===== config.mk =====
export PLATFORM = sky130hd
export DESIGN_NAME = regfile_wb_arbiter
export DESIGN_NICKNAME = d
export VERILOG_FILES = /design/src/rtl/regfile_pkg.sv /design/src/rtl/wb_scoreboard.sv /design/src/rtl/regfile_wb_arbiter.sv
export SDC_FILE = /design/constraint.sdc
export NUM_CORES = 1
export LEC_CHECK = 0
export BUFFER_PORTS_ARGS = -buffer_cell sky130_fd_sc_hd__buf_4
export CORE_MARGIN = 2
export CORE_UTILIZATION = 40
export CTS_CLUSTER_DIAMETER = 100
export CTS_CLUSTER_SIZE = 20
export DETAILED_ROUTE_END_ITERATION = 7
export PLACE_DENSITY_LB_ADDON = 0.25
export SLEW_MARGIN = 15
export SYNTH_ARGS = -nofsm -noshare
export SYNTH_HDL_FRONTEND = slang
export SYNTH_SLANG_ARGS = --single-unit

===== constraint.sdc =====
create_clock -name clock -period 1.8 [get_ports clock]
set_clock_uncertainty 0.05 [all_clocks]
set_input_delay 0.36 -clock clock [delete_from_list [all_inputs] [get_ports clock]]
set_output_delay 0.36 -clock clock [all_outputs]
set_load 0.1 [all_outputs]

===== src/rtl/regfile_pkg.sv =====
// Shared constants and types for the register-file write-back path.
// Imported by the arbiter top and its scoreboard.
package regfile_pkg;

    localparam int ADDR_W   = 5;
    localparam int DATA_W   = 32;
    localparam int NUM_REGS = 32;

    typedef enum logic {
        MEM_PRI = 1'b0,
        ALU_PRI = 1'b1
    } pri_e;

    localparam logic [ADDR_W-1:0] REG_ZERO = '0;

endpackage


===== src/rtl/wb_scoreboard.sv =====
// Pending-write bitmap for the register file.
// Newer producer wins when a bit is set and cleared together.
module wb_scoreboard
    import regfile_pkg::*;
#(
    parameter int AW = regfile_pkg::ADDR_W
) (
    input  logic          clk_i,
    input  logic          rst_ni,
    input  logic          set_en_i,
    input  logic [AW-1:0] set_addr_i,
    input  logic          clr_en_i,
    input  logic [AW-1:0] clr_addr_i,
    input  logic [AW-1:0] chk_s1_i,
    input  logic [AW-1:0] chk_s2_i,
    output logic          hazard_o,
    output logic [NUM_REGS-1:0] busy_o
);

    logic [NUM_REGS-1:0] busy_q;
    logic [NUM_REGS-1:0] busy_d;

    // Clear first, then set, so a same-bit collision stays pending.
    always_comb begin
        busy_d = busy_q;
        if (clr_en_i) begin
            busy_d[clr_addr_i] = 1'b0;
        end
        if (set_en_i && (set_addr_i != AW'(REG_ZERO))) begin
            busy_d[set_addr_i] = 1'b1;
        end
        busy_d[0] = 1'b0;
    end

    // Bitmap register.
    always_ff @(posedge clk_i) begin
        if (!rst_ni) begin
            busy_q <= '0;
        end else begin
            busy_q <= busy_d;
        end
    end

    assign busy_o   = busy_q;
    assign hazard_o = busy_q[chk_s1_i] | busy_q[chk_s2_i];

endmodule


===== src/rtl/regfile_wb_arbiter.sv =====
// Write-back arbiter: grants ALU or load path onto the single
// register-file write port, with starvation relief for the ALU.
module regfile_wb_arbiter
    import regfile_pkg::*;
#(
    parameter int ADDR_W       = regfile_pkg::ADDR_W,
    parameter int DATA_W       = regfile_pkg::DATA_W,
    parameter int STARVE_LIMIT = 3
) (
    input  logic              clock,
    input  logic              reset_n,
    input  logic              alu_valid,
    output logic              alu_ready,
    input  logic [ADDR_W-1:0] alu_addr,
    input  logic [DATA_W-1:0] alu_data,
    input  logic              mem_valid,
    output logic              mem_ready,
    input  logic [ADDR_W-1:0] mem_addr,
    input  logic [DATA_W-1:0] mem_data,
    input  logic              issue_valid,
    input  logic [ADDR_W-1:0] issue_addr,
    input  logic [ADDR_W-1:0] chk_addr_s1,
    input  logic [ADDR_W-1:0] chk_addr_s2,
    output logic              hazard,
    output logic [31:0]       busy,
    output logic              rf_write_enable,
    output logic [ADDR_W-1:0] rf_address_d,
    output logic [DATA_W-1:0] rf_data_dval
);

    localparam logic [3:0] LIMIT = 4'(STARVE_LIMIT);

    pri_e              state_q;
    pri_e              state_d;
    logic [3:0]        cnt_q;
    logic [3:0]        cnt_d;
    logic              we_q;
    logic [ADDR_W-1:0] addr_q;
    logic [DATA_W-1:0] data_q;

    logic              xfer_alu;
    logic              xfer_mem;
    logic              xfer;
    logic [ADDR_W-1:0] gnt_addr;
    logic [DATA_W-1:0] gnt_data;

    // Ready generation from the current priority; held off in reset.
    always_comb begin
        alu_ready = 1'b0;
        mem_ready = 1'b0;
        if (reset_n) begin
            unique case (state_q)
                ALU_PRI: begin
                    alu_ready = alu_valid;
                    mem_ready = mem_valid && !alu_valid;
                end
                default: begin
                    mem_ready = mem_valid;
                    alu_ready = alu_valid && !mem_valid;
                end
            endcase
        end
    end

    assign xfer_alu = alu_valid && alu_ready;
    assign xfer_mem = mem_valid && mem_ready;
    assign xfer     = xfer_alu || xfer_mem;
    assign gnt_addr = xfer_alu ? alu_addr : mem_addr;
    assign gnt_data = xfer_alu ? alu_data : mem_data;

    // Starvation counting; ALU priority lasts a single cycle.
    always_comb begin
        state_d = MEM_PRI;
        cnt_d   = cnt_q;
        if (state_q == ALU_PRI) begin
            cnt_d = '0;
        end else if (xfer_alu) begin
            cnt_d = '0;
        end else if (alu_valid) begin
            cnt_d = cnt_q + 4'd1;
            if (cnt_d == LIMIT) begin
                state_d = ALU_PRI;
            end
        end
    end

    // Priority state and starvation counter.
    always_ff @(posedge clock) begin
        if (!reset_n) begin
            state_q <= MEM_PRI;
            cnt_q   <= '0;
        end else begin
            state_q <= state_d;
            cnt_q   <= cnt_d;
        end
    end

    // Registered write stage; $0 is accepted but never written.
    always_ff @(posedge clock) begin
        if (!reset_n) begin
            we_q   <= 1'b0;
            addr_q <= '0;
            data_q <= '0;
        end else begin
            we_q <= xfer && (gnt_addr != ADDR_W'(REG_ZERO));
            if (xfer) begin
                addr_q <= gnt_addr;
                data_q <= gnt_data;
            end
        end
    end

    assign rf_write_enable = we_q;
    assign rf_address_d    = addr_q;
    assign rf_data_dval    = data_q;

    wb_scoreboard #(
        .AW(ADDR_W)
    ) u_sb (
        .clk_i     (clock),
        .rst_ni    (reset_n),
        .set_en_i  (issue_valid),
        .set_addr_i(issue_addr),
        .clr_en_i  (we_q),
        .clr_addr_i(addr_q),
        .chk_s1_i  (chk_addr_s1),
        .chk_s2_i  (chk_addr_s2),
        .hazard_o  (hazard),
        .busy_o    (busy)
    );

endmodule

==> flow_metrics.env <==
export IMPL_run_status="finished with violations"
export IMPL_violations="negative setup slack"
export IMPL_critPathMaxFanout=4
export IMPL_io_pins=167
export IMPL_synth_xor_area_share_pct=0.477
export IMPL_fin_tns_setup_ns=-0.615
export IMPL_use_met1_pct=30.3
export IMPL_async_reset_ff_share_pct=0
export IMPL_wl_um=12300
export IMPL_grt_remaining_overflow=0
export IMPL_final_antenna_net_count=0
export IMPL_cpMaxStageDelayCell="mux4_2"
export IMPL_num_vias=4047
export IMPL_synthesis_area_mm2=0.00367
export IMPL_end_kind="primary output"
export IMPL_slew_viol_final=0
export IMPL_post_cts_setup_buffers=0
export IMPL_cts_tree="built"
export IMPL_grt_first_pass_wirelength_um=19200
export IMPL_grt_pass1_vias=3989
export IMPL_syn_nets=521
export IMPL_numPortBuffers=165
export IMPL_worst_slew_pin_slew_ns=0.517
export IMPL_nets=715
export IMPL_arrival_ns=2.01
export IMPL_crit_chain="mux4_2 > nand4_1 > nand2_2 > nor4_4 > o311ai_4 > buf_12"
export IMPL_synthCells=425
export IMPL_synth_top_family_by_area="compound AO/OA/AOI/OAI gates"
export IMPL_syn_to_final_growth_pct=53.8
export IMPL_drc=0
export IMPL_cp_slowest_stage_delay_ns=0.47
export IMPL_ctsHtreeMaxLevel=3
export IMPL_hold_viol=0
export IMPL_core_mm2=0.00881
export IMPL_grt_usage_pct=24.1
export IMPL_die_w_um=99.8
export IMPL_hold_buffers=0
export IMPL_diodes=0
export IMPL_r2r_cells=5
export IMPL_ys_seq_area_share_pct=40.4
export IMPL_gr_usage_met2_pct=42.5
export IMPL_clk_latency_ns=0.35
export IMPL_rows=34
export IMPL_period_share_pct=134
export IMPL_avgSynthCellArea_um2=8.63
export IMPL_synthAdderAreaFrac_pct=0.682
export IMPL_synth_flop_cell="dfxtp_1"
export IMPL_grt_most_used_layer="met2"
export IMPL_nFillCells=748
export IMPL_place_congestion=0.880
export IMPL_p_total_w=0.00438
export IMPL_crit_required_ns=1.39
export IMPL_yosys_area_share_simple_pct=17.4
export IMPL_ys_types=45
export IMPL_clockBufferDepth=2
export IMPL_firstDrtPassIters=5
export IMPL_setup_viol=1
export IMPL_initial_core_util_pct=41.7
export IMPL_power_density_mw_per_mm2=776
export IMPL_cts_sinks=74
export IMPL_critPathKind="flip-flop to primary output"
export IMPL_maxCapViolCount=0
export IMPL_wl_per_cell_um=16.8
export IMPL_grt_max_degree=44
export IMPL_die_y_um=99.8
export IMPL_yosys_register_bits=74
export IMPL_rsz0062_at_grt="yes"
export IMPL_hold_class="primary input to flip-flop"
export IMPL_hpwl_um=9430
export IMPL_grtUsageMet3_pct=4.53
export IMPL_setup_ws_ns=-0.615
export IMPL_whs_path_depth=3
export IMPL_synthMuxAreaShare_pct=11.3
export IMPL_max_freq_mhz=414
export IMPL_ys_warn_count=0
export IMPL_drt_iter0_markers=219
export IMPL_clk_pin_slew_ns=0.09
export IMPL_via_per_inst=5.53
export IMPL_clock_root_buffer="clkbuf_8"
export IMPL_synth_edff_count=0
export IMPL_numCtsBuffers=9
export IMPL_drive_above_1_share_pct=46.5
export IMPL_worst_hold_slack_ns=0.207
export IMPL_synth_compound_area_share_pct=24.9
export IMPL_startpoint_type="flip-flop"
export IMPL_relSlewSlack_pct=65.0
export IMPL_die_area_mm2=0.00996
export IMPL_power_leakage_nw=2.52
export IMPL_layout_min_cycle_time_ns=2.42
export IMPL_vdd_drop_max_mv=0.416
export IMPL_pre_cts_slack_ns=-0.549
export IMPL_antenna_found_initial=0
==> cell usage after synthesis, types with 3 or more instances <==
| cell type | number | area [um2] |
|---|---|---|
| nand2_1 | 50 | 188 |
| nand3_1 | 9 | 45.0 |
| a21boi_1 | 8 | 60.1 |
| nand4_1 | 3 | 18.8 |
| mux4_2 | 9 | 203 |
| o211a_1 | 5 | 50.1 |
| mux2i_1 | 6 | 60.1 |
| nor3_1 | 3 | 15.0 |
| a21oi_1 | 5 | 25.0 |
| nor2b_1 | 3 | 18.8 |
| nor3b_1 | 5 | 37.5 |
| clkbuf_1 | 18 | 67.6 |
| nand3b_1 | 6 | 45.0 |
| o22ai_1 | 33 | 206 |
| dfxtp_1 | 74 | 1480 |
| nor2_1 | 44 | 165 |
| inv_1 | 7 | 26.3 |
| buf_2 | 8 | 40.0 |
| o21ai_0 | 65 | 325 |
| mux4_1 | 4 | 105 |
| a21boi_0 | 23 | 173 |
| mux2_2 | 4 | 45.0 |
==> worst paths after layout <==
path | end | start | slack [ns]
min reg2reg | rf_data_dval[17]$_SDFFE_PN0P_ | rf_data_dval[17]$_SDFFE_PN0P_ | 0.46
min | rf_data_dval[25]$_SDFFE_PN0P_ | mem_data[25] | 0.21
max reg2reg | rf_address_d[2]$_SDFFE_PN0P_ | state_q$_SDFF_PP0_ | 0.33
max | hazard | u_sb.busy_o[31]$_SDFF_PN0_ | -0.62
==> logic make-up (layout without fill, tap and decap cells) <==
kind of cell             after synthesis  after routing
AO/OA/AOI/OAI                        147            147
XOR/XNOR                               2              2
adder cells (fa/ha/maj)                2              2
buffers and inverters                 39            238
flip-flops                            74             74
multiplexers                          23             23
other                                  1              1
AND/OR/NAND/NOR                      137            137
==> registers in the layout (all words and copies together) (netlist names) <==
name and cells:
cnt_q 4, state_q 1, u_sb.busy_o 31, rf_write_enable 1, rf_address_d 5, rf_data_dval 32
==> critical path, delay by kind of cell (launching register included) <==
kind	cells	cell delay [ns]
compound gates	1	0.16
buf+inv	1	0.19
flops	1	0.36
mux	1	0.47
simple gates	3	0.48
==> per-stage QoR <==
| step | cells | utilization (%) | cell area (um2) |
|---|---|---|---|
| after global routing | 732 | 64.1 | 5640 |
| final | 732 | 64.1 | 5640 |
| after floorplan | 425 | - | 3830 |
| after detailed placement | 716 | 61.5 | 5410 |
| after global placement | 716 | 61.5 | 5410 |
| after CTS | 732 | 64.0 | 5630 |
==> power breakdown <==
part / switching (W) / total, W / internal [W]
clock: 0.000685 / 0.00132 / 0.000638
combinational: 0.000901 / 0.00130 / 0.000402
sequential: 0.0000643 / 0.00176 / 0.00169
total: 0.00165 / 0.00438 / 0.00273
==> cell type report <==
type                    count  area (um2)  share of cell area, %
inverters                   8        33.8                  0.599
well taps                 108         135                   2.39
flip-flops and latches     74        1570                   27.9
clock buffers              11         163                   2.88
clock inverters             5        42.5                  0.754
repair buffers            214        1620                   28.7
multi-input cells         312        2080                   36.8
==> placed cells by master (no fill, tap or decap), types with 3 or more instances in the layout <==
cell and instances:
a21boi_0 23, a21boi_1 8, a21oi_1 4, buf_4 213, clkbuf_8 10, dfxtp_1 40
dfxtp_2 14, dfxtp_4 20, inv_1 6, mux2_2 4, mux2i_1 5, mux4_1 4
mux4_2 9, nand2_1 49, nand3_1 9, nand3b_1 6, nand4_1 3, nor2_1 44
nor2b_1 3, nor3_1 3, nor3b_1 5, o211a_1 5, o21ai_0 65, o22ai_1 33
==> timing repair <==
item / in CTS / in global routing
resized for setup: 3 / 3
pin swaps: 4 / 1
endpoints found under the setup margin: 1 / 1
==> layer usage <==
layer  wire (um)  up-vias  share of wire [%]
met5           0        -                  0
met4         182        0                1.5
met3         827       20                6.7
met2        6310      183                 51
met1        5000     1897                 41
li1            -     1947                  -
Power figures use the tool's default switching activity.
